### config.mk
export PLATFORM = sky130hd
export DESIGN_NAME = pulpino_mailbox_apb
export DESIGN_NICKNAME = d
export VERILOG_FILES = /design/src/rtl/pulpino_mailbox_pkg.sv /design/src/rtl/mailbox_toggle_sync.sv /design/src/rtl/pulpino_mailbox_apb.sv
export SDC_FILE = /design/constraint.sdc
export NUM_CORES = 1
export LEC_CHECK = 0
export CORE_AREA = 5 5 67 81
export DETAILED_ROUTE_END_ITERATION = 12
export DIE_AREA = 0 0 72 86
export PLACE_DENSITY = 0.82
export SYNTH_ARGS = -nofsm -noshare
export SYNTH_HDL_FRONTEND = slang
export SYNTH_SLANG_ARGS = --single-unit
export TNS_END_PERCENT = 30
### constraint.sdc
create_clock -name crypto_clk -period 1.5 [get_ports crypto_clk]
set_input_delay 0.15 -clock crypto_clk [delete_from_list [all_inputs] [get_ports crypto_clk]]
set_output_delay 0.15 -clock crypto_clk [all_outputs]
set_load 0.1 [all_outputs]
### src/rtl/pulpino_mailbox_pkg.sv
// Shared mailbox register offsets and bit indices, common to the host register block and firmware header.
package pulpino_mailbox_pkg;

  localparam logic [3:0] MBX_OFF_STATUS = 4'h0;
  localparam logic [3:0] MBX_OFF_RXDATA = 4'h4;
  localparam logic [3:0] MBX_OFF_TXDATA = 4'h8;
  localparam logic [3:0] MBX_OFF_CTRL   = 4'hC;

  typedef enum logic [1:0] {
    REG_STATUS = MBX_OFF_STATUS[3:2],
    REG_RXDATA = MBX_OFF_RXDATA[3:2],
    REG_TXDATA = MBX_OFF_TXDATA[3:2],
    REG_CTRL   = MBX_OFF_CTRL[3:2]
  } mbx_reg_e;

  // Host-driven ext flags byte
  localparam int EXT_REQ_BIT = 0;
  localparam int EXT_ACK_BIT = 1;

  // Core-driven pulpino flags byte
  localparam int PF_TX_REQ   = 0;
  localparam int PF_RX_ACK   = 1;
  localparam int PF_RX_VALID = 2;
  localparam int PF_TX_BUSY  = 3;

  localparam int ST_RX_VALID = 0;
  localparam int ST_TX_BUSY  = 1;
  localparam int ST_OVERRUN  = 2;

  localparam int CTRL_RX_IRQ  = 0;
  localparam int CTRL_TX_IRQ  = 1;
  localparam int CTRL_OVR_IRQ = 2;

  function automatic logic [31:0] mbx_status_word(input logic rx_valid, input logic tx_busy,
                                                  input logic overrun);
    logic [31:0] w;
    w              = '0;
    w[ST_RX_VALID] = rx_valid;
    w[ST_TX_BUSY]  = tx_busy;
    w[ST_OVERRUN]  = overrun;
    return w;
  endfunction

endpackage

### src/rtl/mailbox_toggle_sync.sv
// Toggle synchroniser: pSYNC_STAGES flops plus a history flop; one-cycle event per input toggle.
module mailbox_toggle_sync #(
  parameter int pSYNC_STAGES = 2
) (
  input  logic crypto_clk,
  input  logic rst_n,
  input  logic i_tgl,
  output logic o_evt
);

  logic [pSYNC_STAGES-1:0] r_sync;
  logic                    r_hist;

  always_ff @(posedge crypto_clk) begin
    if (!rst_n) begin
      r_sync <= '0;
      r_hist <= 1'b0;
    end else begin
      r_sync <= {r_sync[pSYNC_STAGES-2:0], i_tgl};
      r_hist <= r_sync[pSYNC_STAGES-1];
    end
  end

  assign o_evt = r_sync[pSYNC_STAGES-1] ^ r_hist;

endmodule

### src/rtl/pulpino_mailbox_apb.sv
// Core-side byte mailbox with toggle handshake to the host and a zero-wait APB slave.
// Optional interrupt output and CTRL register enabled by defining PULPINO_MAILBOX_IRQ_EN.
module pulpino_mailbox_apb
  import pulpino_mailbox_pkg::*;
#(
  parameter int pAPB_ADDR_WIDTH = 12,
  parameter int pSYNC_STAGES    = 2
) (
`ifdef PULPINO_MAILBOX_IRQ_EN
  output logic                       irq_o,
`endif
  input  logic                       crypto_clk,
  input  logic                       rst_n,
  input  logic [7:0]                 I_ext_data,
  input  logic [7:0]                 I_ext_flags,
  output logic [7:0]                 O_pulpino_data,
  output logic [7:0]                 O_pulpino_flags,
  input  logic [pAPB_ADDR_WIDTH-1:0] PADDR,
  input  logic [31:0]                PWDATA,
  input  logic                       PWRITE,
  input  logic                       PSEL,
  input  logic                       PENABLE,
  output logic [31:0]                PRDATA,
  output logic                       PREADY,
  output logic                       PSLVERR
);

  logic       w_rx_evt, w_tx_ack_evt;
  mbx_reg_e   w_reg;
  logic       w_wr, w_rd, w_pop, w_tx_wr, w_tx_load, w_ovr_clr;
  logic       w_unused;

  logic [7:0] r_rx_buf, r_tx_data;
  logic       r_rx_valid, r_overrun, r_tx_busy, r_tx_req, r_rx_ack;

  mailbox_toggle_sync #(.pSYNC_STAGES(pSYNC_STAGES)) u_rx_sync (
    .crypto_clk (crypto_clk),
    .rst_n      (rst_n),
    .i_tgl      (I_ext_flags[EXT_REQ_BIT]),
    .o_evt      (w_rx_evt)
  );

  mailbox_toggle_sync #(.pSYNC_STAGES(pSYNC_STAGES)) u_tx_sync (
    .crypto_clk (crypto_clk),
    .rst_n      (rst_n),
    .i_tgl      (I_ext_flags[EXT_ACK_BIT]),
    .o_evt      (w_tx_ack_evt)
  );

  assign w_reg     = mbx_reg_e'(PADDR[3:2]);
  assign w_wr      = PSEL & PENABLE & PWRITE;
  assign w_rd      = PSEL & PENABLE & ~PWRITE;
  assign w_pop     = w_rd & (w_reg == REG_RXDATA) & r_rx_valid;
  assign w_tx_wr   = w_wr & (w_reg == REG_TXDATA);
  assign w_tx_load = w_tx_wr & ~r_tx_busy;
  assign w_ovr_clr = w_wr & (w_reg == REG_STATUS) & PWDATA[ST_OVERRUN];

  // Events and APB accesses both act on pre-edge rx_valid/tx_busy, which resolves collisions
  always_ff @(posedge crypto_clk) begin
    if (!rst_n) begin
      r_rx_buf   <= '0;
      r_rx_valid <= 1'b0;
      r_overrun  <= 1'b0;
      r_rx_ack   <= 1'b0;
      r_tx_data  <= '0;
      r_tx_busy  <= 1'b0;
      r_tx_req   <= 1'b0;
    end else begin
      if (w_rx_evt && !r_rx_valid) begin
        r_rx_buf   <= I_ext_data;
        r_rx_valid <= 1'b1;
      end else if (w_pop) begin
        r_rx_valid <= 1'b0;
      end
      if (w_rx_evt && r_rx_valid) r_overrun <= 1'b1;
      else if (w_ovr_clr)         r_overrun <= 1'b0;
      if (w_pop) r_rx_ack <= ~r_rx_ack;
      if (w_tx_load) begin
        r_tx_data <= PWDATA[7:0];
        r_tx_busy <= 1'b1;
        r_tx_req  <= ~r_tx_req;
      end else if (w_tx_ack_evt) begin
        r_tx_busy <= 1'b0;
      end
    end
  end

`ifdef PULPINO_MAILBOX_IRQ_EN
  logic [2:0] r_ctrl;
  logic       r_irq;

  always_ff @(posedge crypto_clk) begin
    if (!rst_n) begin
      r_ctrl <= '0;
      r_irq  <= 1'b0;
    end else begin
      if (w_wr && w_reg == REG_CTRL) r_ctrl <= PWDATA[2:0];
      r_irq <= (r_rx_valid & r_ctrl[CTRL_RX_IRQ]) | (~r_tx_busy & r_ctrl[CTRL_TX_IRQ]) |
               (r_overrun & r_ctrl[CTRL_OVR_IRQ]);
    end
  end

  assign irq_o = r_irq;
`endif

  always_comb begin
    PRDATA = '0;
    case (w_reg)
      REG_STATUS: PRDATA = mbx_status_word(r_rx_valid, r_tx_busy, r_overrun);
      REG_RXDATA: PRDATA[7:0] = r_rx_buf;
      REG_TXDATA: PRDATA = '0;
      REG_CTRL: begin
`ifdef PULPINO_MAILBOX_IRQ_EN
        PRDATA[2:0] = r_ctrl;
`else
        PRDATA = '0;
`endif
      end
      default: PRDATA = '0;
    endcase
  end

  always_comb begin
    O_pulpino_flags              = '0;
    O_pulpino_flags[PF_TX_REQ]   = r_tx_req;
    O_pulpino_flags[PF_RX_ACK]   = r_rx_ack;
    O_pulpino_flags[PF_RX_VALID] = r_rx_valid;
    O_pulpino_flags[PF_TX_BUSY]  = r_tx_busy;
  end

  assign O_pulpino_data = r_tx_data;
  assign PREADY         = 1'b1;
  assign PSLVERR        = w_tx_wr & r_tx_busy;

  assign w_unused = ^{PADDR[pAPB_ADDR_WIDTH-1:4], PADDR[1:0], PWDATA[31:8], I_ext_flags[7:2]};

endmodule

==> flow_metrics.env <==
export IMPL_routabilityCongestion=0.733
export IMPL_wl_per_cell_um=11.3
export IMPL_place_inst=255
export IMPL_drc_errors=0
export IMPL_hold_viol=0
export IMPL_yosys_warnings=0
export IMPL_vdd_drop_max_uv=438
export IMPL_die_x_um=72
export IMPL_grt_pass1_vias=1022
export IMPL_clock_skew_ps=4.81
export IMPL_cts_hold_buf=0
export IMPL_nNetsFinal=268
export IMPL_clock_sinks=27
export IMPL_antenna_found_initial=0
export IMPL_yosysSeqAreaShare_pct=37.2
export IMPL_dr_total_vias=1044
export IMPL_dieArea_um2=6190
export IMPL_yosys_area_top_type="dfxtp_1"
export IMPL_finalCritPeriodShare_pct=97.1
export IMPL_clkLatencyLatePin_ps=270
export IMPL_cts_root_buffer="clkbuf_8"
export IMPL_dp_hpwl_mm=2.40
export IMPL_slowest_stage="clkdlybuf4s50_1"
export IMPL_worstPathMaxFanout=6
export IMPL_core_um2=4530
export IMPL_worst_setup_path_end_kind="primary output"
export IMPL_fin_cells=260
export IMPL_via_per_inst=4.02
export IMPL_ys_seq_elements=27
export IMPL_clock_fmax_ghz=0.687
export IMPL_grt_usage_pct=9.27
export IMPL_critical_path_class="in2out"
export IMPL_tritoncts="yes"
export IMPL_htree_num_levels=1
export IMPL_leakage_nw=0.867
export IMPL_cts_buffer_depth=2
export IMPL_clk_pin_slew_ps=100
export IMPL_start_kind="input port"
export IMPL_avgSynthCellArea_um2=9.24
export IMPL_placementRows=27
export IMPL_drt_pass1_iter_count=3
export IMPL_synth_cells=157
export IMPL_powerDensity_nw_per_um2=850
export IMPL_cap_violations=0
export IMPL_arrival_ps=1310
export IMPL_cts_buffers=3
export IMPL_setup_violations=0
export IMPL_fp_dieH_um=86
export IMPL_n_antenna_cell=0
export IMPL_drv_slew=0
export IMPL_start_util_pct=32.1
export IMPL_postLayoutCoreUtil_pct=46.5
export IMPL_required_ps=1350
export IMPL_fillers=446
export IMPL_synth_flop_cell="dfxtp_1"
export IMPL_drive_gt1_share_pct=19.3
export IMPL_syn_to_final_growth_pct=45.0
export IMPL_port_buffers=45
export IMPL_cp_cell_sequence="clkdlybuf4s50_1 > and2b_2 > and2_1 > buf_12"
export IMPL_grt_start_max_net_pins=28
export IMPL_rsz0062_at_grt="true"
export IMPL_grt_pass1_wl_mm=4.66
export IMPL_hp_class="in2reg"
export IMPL_synth_top_area_share_pct=37.2
export IMPL_first_iter_violations=27
export IMPL_slowest_delay_ps=500
export IMPL_grt_overflow=0
export IMPL_synth_edf_count=0
export IMPL_synth_distinct_cells=21
export IMPL_synth_async_reset_ratio_pct=0
export IMPL_syn_area_um2=1450
export IMPL_ant_nets=0
export IMPL_outcome="completed"
export IMPL_ios=115
export IMPL_totalNegativeSetupSlack_ps=0
export IMPL_drt_wl_total_mm=2.94
export IMPL_synth_area_leaders="dfxtp_1, buf_4, mux2i_1"
export IMPL_period_needed_ps=1460
==> per-stage QoR <==
stage                     power [mW]  cell area (um^2)  hold slack, ps  setup slack, ps
after floorplan                 1.31              1560             277             -351
after global placement          1.38              2050             410            -9.89
after detailed placement        1.39              2050             416            -65.8
after CTS                       1.80              2100             417             20.3
after global routing            1.86              2100             418            -11.8
final                           1.79              2100             422             43.9
==> critical path: cells and delay by family <==
kind	cells	cell delay, ps
buf+inv	2	670
simple gates	2	490
==> Yosys cell counts (all sizes together), types with 2 or more instances <==
| library cell | count |
|---|---|
| nand2b | 2 |
| nor2 | 5 |
| dlymetal6s2s | 3 |
| xnor2 | 2 |
| and2 | 12 |
| conb | 2 |
| mux2i | 21 |
| inv | 3 |
| buf | 36 |
| dfxtp | 27 |
| nand2 | 36 |
==> worst paths after layout <==
check | from | endpoint | slack [ps] | cells after the start
worst min register to register | u_tx_sync.r_sync[0] | u_tx_sync.r_sync[1] | 430 | 1
worst min-delay path | PWDATA[4] | O_pulpino_data[4] | 420 | 3
worst max-delay path | PADDR[3] | PRDATA[7] | 40 | 4
worst max register to register | r_rx_valid | r_rx_ack | 240 | 3
==> cells by family after synthesis <==
kind of cell | Yosys count | synth area share (%)
AO/OA/AOI/OAI | 4 | 2.16
XOR/XNOR | 2 | 1.21
buffers and inverters | 42 | 22.5
flip-flops | 27 | 37.2
multiplexers | 21 | 14.5
other | 2 | 0.517
AND/OR/NAND/NOR | 59 | 21.9
==> placed cells by master (no fill, tap or decap), drive strengths merged <==
master and n:
conb 29, nor4b 1, nand4b 1, a211oi 1, dfxtp 27, buf 29, nand2b 2, clkdlybuf4s50 24
o21a 1, nor2 5, mux2i 21, inv 3, and2 12, and2b 1, o31ai 1, clkinv 1
nor3b 1, nand2 36, o311ai 1, clkbuf 3, xnor2 2
==> state kept, by name (all words and copies together) (netlist names) <==
| name | cells |
|---|---|
| O_pulpino_data | 8 |
| r_overrun | 1 |
| r_rx_ack | 1 |
| r_rx_buf | 8 |
| r_rx_valid | 1 |
| r_tx_busy | 1 |
| r_tx_req | 1 |
| u_rx_sync.r_hist | 1 |
| u_rx_sync.r_sync | 2 |
| u_tx_sync.r_hist | 1 |
| u_tx_sync.r_sync | 2 |
==> area by class of cell <==
cell class / count / area (um^2) / share of cell area (%)
timing repair buffer: 53 / 746 / 35.4
multi-input combinational: 115 / 688 / 32.7
sequential: 27 / 541 / 25.7
tap: 58 / 72.6 / 3.45
clock buffer: 3 / 41.3 / 1.96
inverter: 3 / 11.3 / 0.535
clock inverter: 1 / 5.00 / 0.238
==> routing by layer <==
| layer | share of wire [%] | vias up | GRT usage (%) |
|---|---|---|---|
| met3 | 12 | 4 | 2.81 |
| met5 | 0 | - | 0 |
| li1 | - | 524 | - |
| met2 | 48 | 48 | 16.0 |
| met1 | 38 | 468 | 10.2 |
| met4 | 1.9 | 0 | 4.62 |
==> report_power, final <==
group | switching [mW] | internal (mW)
combinational | 0.470 | 0.147
clock | 0.229 | 0.186
sequential | 0.0167 | 0.740
total | 0.716 | 1.07
==> timing repair <==
action / 4_1_cts / 5_1_grt
setup endpoints to repair: 0 / 2
resized for setup: 0 / 0
buffers inserted: 0 / 1
No activity file was read; power rests on OpenSTA's default activity.
==> RTL edit 1 (same settings) <==
Add a define of `PULPINO_MAILBOX_IRQ_EN`.
--- a/src/rtl/pulpino_mailbox_apb.sv
+++ b/src/rtl/pulpino_mailbox_apb.sv
@@ -1,4 +1,6 @@
 // Core-side byte mailbox with toggle handshake to the host and a zero-wait APB slave.
 // Optional interrupt output and CTRL register enabled by defining PULPINO_MAILBOX_IRQ_EN.
+`define PULPINO_MAILBOX_IRQ_EN
+
 module pulpino_mailbox_apb
   import pulpino_mailbox_pkg::*;
Formal check against the unedited RTL (old outputs only; new: irq_o): not equivalent (Yosys sat finds a counterexample within 4 cycles, from zero or initial values and one cycle with rst_n low).
==> RTL edit 1 against the unedited design <==
Worst setup slack lost 0.013 ns. Utilization grew 4.3 points. Routed wire length grew 8.6%. Non-clock buffer count is the same. Sequential cell count grew 4. Die area is the same. Cell area grew 9.2%. Synthesized cell count grew 11%. Area after synthesis grew 8.5%. Total power grew 19%. Cell count grew 6.9%. Hold slack gained 0.0056 ns. Sequential power grew 15%.
==> RTL edit 1: results (changes against the unedited design) <==
Global routing
  • Vias in the first global route: 1,100 (+7.6%)
  • Global-route wire length before repair: 5092 um (+9.3%)
  • Initial antenna violation count: 0 (unchanged)
  • Total GRT Usage: 0.1055 (+0.01272)
  • Largest net degree at the start of global routing: 51 (+82%)

Placed design
  • Input/output buffers: 46 (+2.2%)
  • Final GP Congestion: 0.8332 (+14%)
  • Dpl hpwl: 2453 um (+2.0%)

Pwr
  • Leak Pwr: 0.0009604 uW (+11%)
  • Peak VDD IR: 653.8 uV (+49%)

Yosys
  • Number of synthesized flops with an enable pin: 0 (unchanged)
  • Synth warnings: 0 (unchanged)
  • Commonest cells post-synth: nand2_1, buf_4, dfxtp_1
  • Netlist cell types: 27 (+29%)
  • Top_reg_cell synth: dfxtp_1
  • Seq/Total Area, Yosys: 0.3940 (+0.02155)
  • Ranking of synthesized cells by area: dfxtp_1, buf_4, mux2i_1

Run status
  • Status: completed

Layout
  • N_diodes: 0 (unchanged)
  • Share of layout cells above drive strength 1: 0.2136 (+0.02057)
  • FILL cells: 428 (-4.0%)
  • Nets: 285 (+6.3%)

Clocking
  • Clk slew on worst S/H paths: 0.06 ns (-0.04 ns)
  • H-tree depth: 2 (+1)
  • CTS buffer count: 5 (+2)
  • Worst-case clock buffer depth: 2 (unchanged)

Route
  • DRT met1 WL: 1218 um (+11%)
  • Top Layer Used: met4
  • Total wire length: 3190 um (+8.6%)
  • Detailed-route via count: 1,167 (+12%)
  • Met2 WL post-DR: 1532 um (+8.3%)
  • DR iter-0 viols: 70 (+160%)
  • TritonRoute pass-1 iters: 4 (+1)
  • Routed met3 length: 419 um (+15%)

Timing
  • Worst Clk Skew: 0.002797 ns (-0.002009 ns)
  • Fin Setup TNS: 0 ns (unchanged)

Setup path
  • Arr. time, crit path: 1.32 ns
  • Crit Path Max Fanout: 6 (unchanged)
## RTL edit 1: area by class of cell
cell class                 instances  share of cell area
multi-input combinational        128              0.3344
clock inverter                     1            0.002179
tap                               58             0.03159
timing repair buffer              53              0.3241
inverter                           1            0.001634
clock buffer                       6             0.03595
sequential                        31              0.2702
## RTL edit 1: logic make-up after synthesis
logic type,after synthesis,synth area share
xor gates and xnor gates,2,0.01112
and+or+nand+nor,65,0.2009
muxes,24,0.1549
buffers and inverters,43,0.1938
DFF,31,0.3940
other,2,0.004767
AOI/OAI and AO/OA,8,0.04051
## RTL edit 1: path summary, 6_finish.rpt
check                                         start                   to  cells past startpoint  slack, ns
worst min register to register  u_rx_sync.r_sync[0]  u_rx_sync.r_sync[1]                      1       0.43
worst max register to register  u_rx_sync.r_sync[1]          r_rx_buf[4]                      4       0.34
worst min-delay path                      PWDATA[4]    O_pulpino_data[4]                      3       0.43
worst max-delay path                       PADDR[2]            PRDATA[4]                      4       0.03
## RTL edit 1: where the power goes
part / switching, uW / total [uW] / leakage [uW] / internal [uW]
Sequential: 17.7 / 867 / 0.000252 / 849
Combinational: 476 / 626 / 0.000661 / 150
Clock: 277 / 636 / 0.0000470 / 359
Total: 771 / 2130 / 0.000960 / 1360
## RTL edit 1: worst max-delay path, stage by stage
cell             delay [ns]
clkdlybuf4s50_1        0.55
nor2b_4                0.24
and2_1                 0.19
buf_12                 0.18
## RTL edit 1: metal layers
layer	up-vias	GRT usage
li1	591	-
met4	0	0.03590
met3	4	0.06096
met5	-	0
met1	517	0.1148
met2	55	0.1706
## RTL edit 1: what timing repair did
action                                  4_1_cts  5_1_grt
gates resized for setup                       3        1
buffers inserted                              0        1
endpoints found under the setup margin        9        5
## RTL edit 1: through the flow
| stage | instances | worst slack [ns] | instance area (sq um) | utilization |
|---|---|---|---|---|
| 3_3_place_gp | 270 | -0.1434 | 2197 | 0.4854 |
| 5_1_grt | 278 | -0.03375 | 2297 | 0.5075 |
| 3_5_place_dp | 270 | -0.1559 | 2197 | 0.4854 |
| 4_1_cts | 277 | 0.01020 | 2287 | 0.5053 |
| 2_1_floorplan | 202 | 0.06686 | 1688 | - |
| 6_report | 278 | 0.03073 | 2297 | 0.5075 |
==> RTL edit 2 (config.mk and constraints unchanged) <==
Without the edit above. Register the output `O_pulpino_flags`; this adds one clock of latency there. The other outputs are not delayed to match.
--- a/src/rtl/pulpino_mailbox_apb.sv
+++ b/src/rtl/pulpino_mailbox_apb.sv
@@ -25,4 +25,6 @@
   output logic                       PSLVERR
 );
+
+  logic [7:0] O_pulpino_flags_d;
 
   logic       w_rx_evt, w_tx_ack_evt;
@@ -122,9 +124,9 @@
 
   always_comb begin
-    O_pulpino_flags              = '0;
-    O_pulpino_flags[PF_TX_REQ]   = r_tx_req;
-    O_pulpino_flags[PF_RX_ACK]   = r_rx_ack;
-    O_pulpino_flags[PF_RX_VALID] = r_rx_valid;
-    O_pulpino_flags[PF_TX_BUSY]  = r_tx_busy;
+    O_pulpino_flags_d            = '0;
+    O_pulpino_flags_d[PF_TX_REQ]   = r_tx_req;
+    O_pulpino_flags_d[PF_RX_ACK]   = r_rx_ack;
+    O_pulpino_flags_d[PF_RX_VALID] = r_rx_valid;
+    O_pulpino_flags_d[PF_TX_BUSY]  = r_tx_busy;
   end
 
@@ -135,4 +137,8 @@
   assign w_unused = ^{PADDR[pAPB_ADDR_WIDTH-1:4], PADDR[1:0], PWDATA[31:8], I_ext_flags[7:2]};
 
+  always_ff @(posedge crypto_clk) begin
+    O_pulpino_flags <= O_pulpino_flags_d;
+  end
+
 endmodule
 
Formal check against the unedited RTL: not equivalent (Yosys sat finds a counterexample within 4 cycles, from zero or initial values and one cycle with rst_n low).
==> RTL edit 2 against the unedited design <==
Non-clock buffer count is 1 higher. Total power is 29% higher. Cell area is 7.1% higher. Routed wire length increased by 3.2%. Clock power grew 100%. Worst setup slack improved by 0.025 ns. Sequential cell count is 4 higher. Via count increased by 4.4%. Combinational power is essentially flat. Area after synthesis is 3.2% higher. Synthesized cell count stayed put. Utilization grew 3.3 points. Hold slack worse by 0.048 ns.
==> RTL edit 2: results (changes against the unedited design) <==
Run status
  • Status: completed

Clocking
  • Clk slew on worst S/H paths: 0.06 ns (-0.04 ns)
  • Worst-case clock buffer depth: 2 (unchanged)
  • Clock latency on the worst-skew pair: 0.28 ns
  • H-tree depth: 2 (+1)
  • CTS root buffer: clkbuf_8
  • CTS buffer count: 5 (+2)

Setup path
  • Arr. time, crit path: 1.28 ns (-0.03 ns)
  • Crit Path Max Fanout: 6 (unchanged)

Yosys
  • Top cell type's share of synthesized area: 0.4144 (+0.04196)
  • Seq/Total Area, Yosys: 0.4144 (+0.04196)
  • Commonest cells post-synth: nand2_1, dfxtp_1, buf_4
  • Top_reg_cell synth: dfxtp_1
  • Synth warnings: 0 (unchanged)
  • Netlist cell types: 23 (+9.5%)
  • Post-synthesis async set-or-reset flop share: 0 (unchanged)
  • Ranking of synthesized cells by area: dfxtp_1, buf_4, mux2i_1

Pwr
  • Pwr top: sequential cells
  • Leak Pwr: 0.0009365 uW (+8.0%)
  • Peak VDD IR: 573.6 uV (+31%)
  • Clock Power Share: 0.359 (+0.127)
  • Sequential cell power: 868 uW (+15%)
  • Switch Pwr: 783.6 uW (+9.5%)
  • Power Density: 1027 mW/mm^2 (+21%)

Global routing
  • GR Util met2: 0.1714 (+0.01171)
  • Met1 usage: 0.1050 (+0.002909)
  • Initial antenna violation count: 0 (unchanged)
  • Grt met3 use: 0.05510 (+0.02696)
  • Vias in the first global route: 1,097 (+7.3%)
  • Global-route wire length before repair: 4878 um (+4.7%)
  • Total GRT Usage: 0.1012 (+0.008434)
  • Largest net degree at the start of global routing: 20 (-29%)

Route
  • DRT met1 WL: 1154 um (+4.7%)
  • DR iter-0 viols: 23 (-15%)
  • Total wire length: 3032 um (+3.2%)
  • Met2 WL post-DR: 1453 um (+2.8%)
  • Top Layer Used: met4
  • TritonRoute pass-1 iters: 4 (+1)
  • Routed met3 length: 384 um (+5.5%)
  • Vias per cell: 4.052 (+0.91%)

Layout
  • N_diodes: 0 (unchanged)
  • Nets: 275 (+2.6%)
  • Share of layout cells above drive strength 1: 0.2180 (+0.02494)

Placed design
  • Dpl hpwl: 2560 um (+6.5%)
  • Pre-CTS setup slack: -0.08779 ns (-0.02195 ns)
  • Final GP Congestion: 0.7660 (+4.6%)
  • Input/output buffers: 45 (unchanged)

Worst hold path
  • Hold Crit Class: register to register

Timing
  • Worst Clk Skew: 0.005943 ns (+0.001137 ns)
[RTL edit 2: timing repair]
action                                  4_1_cts  5_1_grt
endpoints found under the setup margin        3        2
buffers inserted                              0        0
gates resized for setup                       1        2
[RTL edit 2: metrics by stage]
stage / std cells / setup TNS [ns] / instance area (sq um) / util
final: 269 / 0 / 2255 / 0.4981
after global routing: 269 / 0 / 2255 / 0.4981
after CTS: 269 / 0 / 2250 / 0.4970
after detailed placement: 261 / -0.6312 / 2133 / 0.4713
after global placement: 261 / -0.1157 / 2133 / 0.4713
after floorplan: 184 / -0.9421 / 1602 / -
[RTL edit 2: worst paths after layout]
| check | start | end | slack [ns] | cells past startpoint |
|---|---|---|---|---|
| worst max register to register | r_rx_valid | r_rx_ack | 0.38 | 3 |
| worst max-delay path | PADDR[2] | PRDATA[6] | 0.07 | 4 |
| worst min-delay path | r_tx_req | O_pulpino_flags[0] | 0.37 | 0 |
| worst min register to register | r_tx_req | O_pulpino_flags[0] | 0.37 | 0 |
[RTL edit 2: area by class of cell]
type | count | area, sq um
fill | 435 | 2272
timing repair buffer | 54 | 739.5
multi-input combinational | 115 | 693.2
sequential | 31 | 620.6
clock buffer | 6 | 82.58
tap | 58 | 72.57
clock inverter | 2 | 35.03
inverter | 3 | 11.26
[RTL edit 2: cell families (layout without fill, tap and decap cells)]
logic type | Yosys count | in the layout | synth area share
XOR/XNOR | 2 | 2 | 0.01170
multiplexers | 21 | 21 | 0.1403
other | 2 | 29 | 0.005014
AO/OA/AOI/OAI | 4 | 4 | 0.02089
buffers and inverters | 38 | 65 | 0.1955
flip-flops | 31 | 31 | 0.4144
AND/OR/NAND/NOR | 59 | 59 | 0.2122
[RTL edit 2: worst max-delay path, cell delays in order]
cell and delay (ns):
clkdlybuf4s50_1 0.53, and2b_2 0.23, and2_1 0.19, buf_12 0.18
